### src/rtl/fifo_burst_pkg.sv
// Shared types for the FIFO burst drain stage and its output skid buffer.
package fifo_burst_pkg;

  // Drain FSM states: waiting for a trigger, draining a full burst, draining a short one.
  typedef enum logic [1:0] {
    IDLE  = 2'd0,
    BURST = 2'd1,
    FLUSH = 2'd2
  } state_t;

  // Packet framing carried alongside every data word.
  typedef struct packed {
    logic sop;
    logic eop;
  } frame_t;

  // Number of entries in the output skid buffer.
  localparam int unsigned SKID_DEPTH = 2;

  // Width needed to hold values 0..max_val, never less than one bit.
  function automatic int unsigned cnt_width(input int unsigned max_val);
    return (max_val == 0) ? 1 : $clog2(max_val + 1);
  endfunction

endpackage

### src/rtl/stream_skid_buf.sv
// Two-entry skid buffer of {data, frame}; the head entry drives the stream outputs.
module stream_skid_buf
  import fifo_burst_pkg::*;
#(
  parameter int DWIDTH = 32,
  parameter int OWIDTH = 5
) (
  input  logic              clk_i,
  input  logic              arst_n_i,
  input  logic              push_i,
  input  logic [DWIDTH-1:0] push_data_i,
  input  frame_t            push_frame_i,
  input  logic              pop_i,
  output logic [OWIDTH-1:0] occ_o,
  output logic              head_valid_o,
  output logic [DWIDTH-1:0] head_data_o,
  output frame_t            head_frame_o
);

  // Entry layout is sized here because the data width is only known per instance.
  typedef struct packed {
    logic [DWIDTH-1:0] data;
    frame_t            frame;
  } entry_t;

  localparam logic [OWIDTH-1:0] OCC_FULL = OWIDTH'(SKID_DEPTH);
  localparam logic [OWIDTH-1:0] OCC_ZERO = '0;

  entry_t            head_q, head_d;
  entry_t            tail_q, tail_d;
  logic [OWIDTH-1:0] occ_q, occ_d;
  logic [OWIDTH-1:0] occ_kept;
  logic              pop_eff;
  logic              push_eff;

  // Pop shifts the tail forward; a push lands in the first slot left free after the pop.
  always_comb begin
    // NOTE: every combinational output gets a default first so no path leaves it unassigned (no latch).
    head_d   = head_q;
    tail_d   = tail_q;
    pop_eff  = pop_i && (occ_q != OCC_ZERO);
    occ_kept = occ_q - {{(OWIDTH-1){1'b0}}, pop_eff};
    push_eff = push_i && (occ_kept < OCC_FULL);
    if (pop_eff) begin
      head_d = tail_q;
    end
    if (push_eff) begin
      if (occ_kept == OCC_ZERO) begin
        head_d = '{data: push_data_i, frame: push_frame_i};
      end else begin
        tail_d = '{data: push_data_i, frame: push_frame_i};
      end
    end
    occ_d = occ_kept + {{(OWIDTH-1){1'b0}}, push_eff};
  end

  // Entry and occupancy registers.
  always_ff @(posedge clk_i or negedge arst_n_i) begin
    if (!arst_n_i) begin
      // NOTE: the storage entries are reset too, because the head is visible on data_o straight out of reset.
      head_q <= '0;
      tail_q <= '0;
      occ_q  <= '0;
    end else begin
      // NOTE: non-blocking assignments so every register samples pre-edge values.
      head_q <= head_d;
      tail_q <= tail_d;
      occ_q  <= occ_d;
    end
  end

  assign occ_o        = occ_q;
  assign head_valid_o = (occ_q != OCC_ZERO);
  assign head_data_o  = head_q.data;
  assign head_frame_o = head_q.frame;

endmodule

### src/rtl/fifo_burst_reader.sv
// Drains a showahead FIFO into a framed valid/ready stream in fixed-length bursts,
// flushing a short burst when the FIFO sits below the burst threshold for too long.
module fifo_burst_reader
  import fifo_burst_pkg::*;
#(
  parameter int DWIDTH        = 32,
  parameter int AWIDTH        = 4,
  parameter int BURST_LEN     = 4,
  parameter int FLUSH_TIMEOUT = 16
) (
  input  logic              clk_i,
  input  logic              arst_n_i,
  input  logic [DWIDTH-1:0] fifo_q_i,
  input  logic              fifo_empty_i,
  input  logic [AWIDTH:0]   fifo_usedw_i,
  output logic              fifo_rdreq_o,
  output logic [DWIDTH-1:0] data_o,
  output logic              valid_o,
  output logic              sop_o,
  output logic              eop_o,
  input  logic              ready_i,
  output logic              busy_o
);

  localparam int              CW         = AWIDTH + 1;
  localparam int              ICW        = cnt_width(FLUSH_TIMEOUT);
  localparam bit              FLUSH_EN   = (FLUSH_TIMEOUT != 0);
  localparam logic [CW-1:0]   BURST_LEN_C = CW'(BURST_LEN);
  localparam logic [CW-1:0]   ONE_C      = CW'(1);
  localparam logic [CW-1:0]   SKID_FULL  = CW'(SKID_DEPTH);
  localparam logic [ICW-1:0]  IDLE_LAST  = ICW'(FLUSH_EN ? FLUSH_TIMEOUT - 1 : 0);
  localparam logic [ICW-1:0]  IDLE_SAT   = ICW'(FLUSH_EN ? FLUSH_TIMEOUT : 0);

  logic [1:0]     rst_sync_q;
  logic           rst_n;
  state_t         state_q, state_d;
  logic [CW-1:0]  remain_q, remain_d;
  logic [ICW-1:0] idle_cnt_q, idle_cnt_d;
  logic           sop_pend_q, sop_pend_d;
  logic           rdreq;
  frame_t         push_frame;
  frame_t         head_frame;
  logic [CW-1:0]  occ;

  // Reset asserts asynchronously and releases two edges later, in step with clk_i.
  always_ff @(posedge clk_i or negedge arst_n_i) begin
    if (!arst_n_i) begin
      rst_sync_q <= '0;
    end else begin
      rst_sync_q <= {rst_sync_q[0], 1'b1};
    end
  end
  assign rst_n = rst_sync_q[1];

  // Next-state, burst counters and the pop decision.
  always_comb begin
    state_d    = state_q;
    remain_d   = remain_q;
    idle_cnt_d = idle_cnt_q;
    sop_pend_d = sop_pend_q;
    rdreq      = 1'b0;
    push_frame = '0;
    unique case (state_q)
      IDLE: begin
        if (fifo_usedw_i >= BURST_LEN_C) begin
          state_d    = BURST;
          remain_d   = BURST_LEN_C;
          sop_pend_d = 1'b1;
          idle_cnt_d = '0;
        end else if (FLUSH_EN && (idle_cnt_q == IDLE_LAST) && !fifo_empty_i) begin
          // usedw is a safe lower bound: only our own pops can shrink it.
          state_d    = FLUSH;
          remain_d   = fifo_usedw_i;
          sop_pend_d = 1'b1;
          idle_cnt_d = '0;
        end else if (fifo_empty_i) begin
          idle_cnt_d = '0;
        end else if (idle_cnt_q != IDLE_SAT) begin
          idle_cnt_d = idle_cnt_q + 1'b1;
        end
      end
      BURST, FLUSH: begin
        // Depends only on registered occupancy, never on ready_i.
        rdreq = !fifo_empty_i && (occ < SKID_FULL);
        if (rdreq) begin
          remain_d       = remain_q - 1'b1;
          sop_pend_d     = 1'b0;
          push_frame.sop = sop_pend_q;
          push_frame.eop = (remain_q == ONE_C);
          if (remain_q == ONE_C) begin
            state_d = IDLE;
          end
        end
      end
      default: state_d = IDLE;
    endcase
  end

  // FSM state and counter registers.
  always_ff @(posedge clk_i or negedge rst_n) begin
    if (!rst_n) begin
      state_q    <= IDLE;
      remain_q   <= '0;
      idle_cnt_q <= '0;
      sop_pend_q <= 1'b0;
    end else begin
      state_q    <= state_d;
      remain_q   <= remain_d;
      idle_cnt_q <= idle_cnt_d;
      sop_pend_q <= sop_pend_d;
    end
  end

  stream_skid_buf #(
    .DWIDTH(DWIDTH),
    .OWIDTH(CW)
  ) u_skid (
    .clk_i        (clk_i),
    .arst_n_i     (rst_n),
    .push_i       (rdreq),
    .push_data_i  (fifo_q_i),
    .push_frame_i (push_frame),
    .pop_i        (valid_o && ready_i),
    .occ_o        (occ),
    .head_valid_o (valid_o),
    .head_data_o  (data_o),
    .head_frame_o (head_frame)
  );

  assign fifo_rdreq_o = rdreq;
  assign sop_o        = head_frame.sop;
  assign eop_o        = head_frame.eop;
  assign busy_o       = (state_q != IDLE);

endmodule

### config.mk
export PLATFORM = sky130hd
export DESIGN_NAME = fifo_burst_reader
export DESIGN_NICKNAME = d
export VERILOG_FILES = /design/src/rtl/fifo_burst_pkg.sv /design/src/rtl/stream_skid_buf.sv /design/src/rtl/fifo_burst_reader.sv
export SDC_FILE = /design/constraint.sdc
export NUM_CORES = 1
export LEC_CHECK = 0
export ABC_CLOCK_PERIOD_IN_PS = 8200
export BUFFER_PORTS_ARGS = -buffer_cell sky130_fd_sc_hd__buf_2
export CORE_ASPECT_RATIO = 1.4
export CORE_MARGIN = 2
export CORE_UTILIZATION = 45
export CTS_CLUSTER_DIAMETER = 120
export DETAILED_ROUTE_END_ITERATION = 10
export GPL_TIMING_DRIVEN = 0
export HOLD_SLACK_MARGIN = 0.06
export PLACE_DENSITY = 0.67
export SYNTH_ARGS = -nofsm -noshare
export SYNTH_HDL_FRONTEND = slang
export SYNTH_SLANG_ARGS = --single-unit
### constraint.sdc
create_clock -name clk_i -period 8.2 [get_ports clk_i]
set_clock_uncertainty 0.2 [all_clocks]
set_input_delay 1.23 -clock clk_i [delete_from_list [all_inputs] [get_ports clk_i]]
set_output_delay 1.23 -clock clk_i [all_outputs]
set_load 0.01 [all_outputs]
==> results.toml <==
[run_status]
outcome = "finished clean"

[detailed_routing]
num_vias = 2718
ant_nets = 0
via_per_inst = 5.29
wl_mm = 7.90
drc = 0
wl_per_cell_um = 15.4
drt-initial-drc-count = 52
drtPass1Iterations = 6

[sta]
drv_slew = 0
hold_viol = 0
worst_slew_pin_slew_ns = 0.954
relSlewSlack_pct = 36.2
fin_crit_ns = 4.30
period_share_pct = 52.4
fmax_mhz = 233
setup_tns_ns = 0
rsz0062_at_grt = "false"
fin_ws_ns = 3.90
setup_violations = 0

[logic_synthesis]
synth_area_leaders = "dfrtp_1, mux2_2, mux2_4"
syn_inst = 311
avgSynthCellArea_sq_um = 13.8
ys_types = 44
synthArstFlopShare_pct = 100
synth_top_flop_cell = "dfrtp_1"
synth-seq-area-share_pct = 51.2
synth_top_area_share_pct = 51.2
synth_edf_count = 0
synth_area_leader_cell = "dfrtp_1"
synth.yosys.warnings = 0
syn-num-nets = 362
ys_ff_latch = 88
synth.cell_area_sq_mm = 0.00430

[clock_tree]
cts_root_buf = "clkbuf_16"
clk_latency_ns = 0.33
cts_max_level = 3
cts_hold_buf = 1
clk_path_buf_depth = 2
cts.clk_slew.worst_paths_ns = 0.06
cts_sinks = 88
cts_setup_buffers = 0
cts_tree = "yes"
cts-buffers-inserted = 9
cts_resized = 0

[pwr]
p_leak_uw = 0.00278
p_seq_share_pct = 41.8
vdd_ir_drop_max_uv = 168
p_per_area_mw_per_mm2 = 326
cellInternalPower_uw = 1150
pwr-share-comb_pct = 36.4
clockPowerShare_pct = 21.7
power.switching_uw = 518
swShare_pct = 31.0

[global_routing]
antenna_found_initial = 0
grt.total_usage_pct = 16.3
grt_pass1_wl_mm = 13.0
grt_pass1_vias = 2728
grt_overflow_total = 0
grt_max_degree = 67

[die]
die_h_um = 120
die_x_um = 86.7
ioPinCount = 78
rows = 42
core_region_area_sq_mm = 0.00941
initial_utilization_pct = 45.8
dieArea_sq_mm = 0.0104

[placed_design]
dp_slack_ns = 3.83
io_buffers = 77
gp_congestion = 0.784
dp_hpwl_mm = 5.68

[finish]
n_antenna_cell = 0
num-fill-cells = 791
layout_commonest_cell = "dfrtp_1"
nNetsFinal = 452
drive_gt1_share_pct = 51.7
mostFrequentLayoutCells = "dfrtp_1, buf_2, mux2_2"
area_delta_synth_final_pct = 19.2
finalCoreUtilization_pct = 54.5

[critical_path]
crit_family = "simple AND/OR/NAND/NOR gates"
critical_path_class = "reg -> reg"
crit_path_end_kind = "register"
critPathMaxStageDelay_ns = 0.48
critPathSlowestCell = "or4_1"
cpMostUsedCell = "ha_1"
required_ns = 8.22
crit_path_start_kind = "register"
critPathBufInv = 4
crit_fanout = 10
arrival_ns = 4.32
crit_chain = "or4_1, buf_2, o21ai_2, buf_2, inv_1, ha_1, ha_1, clkbuf_1, nor3_1, and3_1, ha_1, ha_1, mux2i_1, a31oi_1, xnor2_1"

[min_path]
min_path_type = "reg -> async"

[job]
drv_cap = 0
[metrics by stage]
| stage | total power (uW) | instances | cell area (sq um) | hold slack, ns |
|---|---|---|---|---|
| after floorplan | 1140 | 311 | 4300 | 0.131 |
| after global placement | 1290 | 498 | 4830 | 0.136 |
| after detailed placement | 1320 | 499 | 4860 | 0.0389 |
| after CTS | 1700 | 514 | 5130 | 0.164 |
| after global routing | 1790 | 514 | 5130 | 0.174 |
| final | 1670 | 514 | 5130 | 0.117 |
[path summary, 6_finish.rpt]
path	startpoint	to	cells after the start	slack (ns)
worst max-delay path	u_skid.occ_o[3]	u_skid.occ_o[4]	15	3.90
worst min-delay path	rst_sync_q[1]	u_skid.head_data_o[8]	1	0.12
worst max register to register	u_skid.occ_o[3]	u_skid.occ_o[4]	15	3.90
worst min register to register	rst_sync_q[1]	u_skid.head_data_o[8]	1	0.12
max in group asynchronous	rst_sync_q[1]	idle_cnt_q[4]	1	6.35
min in group clk_i	rst_sync_q[0]	rst_sync_q[1]	0	0.16
[Yosys cell counts (all sizes together), types with 2 or more instances]
master,number
a21boi,2
a21oi,6
a31oi,3
and3,2
buf,10
clkbuf,3
dfrtp,88
ha,10
inv,20
mux2,100
mux2i,6
nand2,6
nand2b,2
nand3,2
nand4,2
nor2,7
nor3,3
o21ai,4
o22ai,3
o31ai,4
or3,2
or4,3
xnor2,5
xor2,4
[cells by family (layout without fill, tap and decap cells)]
kind of cell	Yosys count	in the layout	synth area share [%]
and+or+nand+nor	35	35	5.35
adders and majority gates	10	10	2.91
muxes	106	106	30.1
other	1	1	0.0871
AOI/OAI and AO/OA	29	29	4.54
xor gates and xnor gates	9	9	1.83
buffers and inverters	33	126	4.04
DFF	88	88	51.2
[area by class of cell]
class | count | area (sq um) | area share [%]
Buffer | 13 | 98.8 | 1.93
Clock buffer | 10 | 239 | 4.66
Clock inverter | 4 | 22.5 | 0.439
Inverter | 20 | 75.1 | 1.46
Multi-Input combinational cell | 190 | 1930 | 37.6
Sequential cell | 88 | 2210 | 43.0
Tap cell | 110 | 138 | 2.68
Timing Repair Buffer | 79 | 423 | 8.24
[power groups by stage]
stage / Combinational [uW] / Sequential (uW) / Clock, uW
3_3_place_gp: 583 / 705 / 0
4_1_cts: 619 / 700 / 380
6_report: 608 / 699 / 363
5_1_grt: 670 / 722 / 396
3_5_place_dp: 614 / 710 / 0
2_1_floorplan: 415 / 726 / 0
[flip-flops by register name, indices dropped and copies added (netlist names), 2 cells and up]
signal and cells:
u_skid.tail_q 34, u_skid.head_data_o 32, idle_cnt_q 5, remain_q 5, u_skid.occ_o 5, rst_sync_q 2
state_q 2, u_skid.head_frame_o 2
[metal layers]
layer | vias up | global-route usage (%) | part of all wire, %
met2 | 49 | 27.6 | 52
met4 | 0 | 6.45 | 1.8
met3 | 11 | 4.68 | 3.7
li1 | 1293 | - | -
met1 | 1365 | 19.1 | 42
met5 | - | 0 | 0
Note: power is estimated with default switching activity, not from simulation.
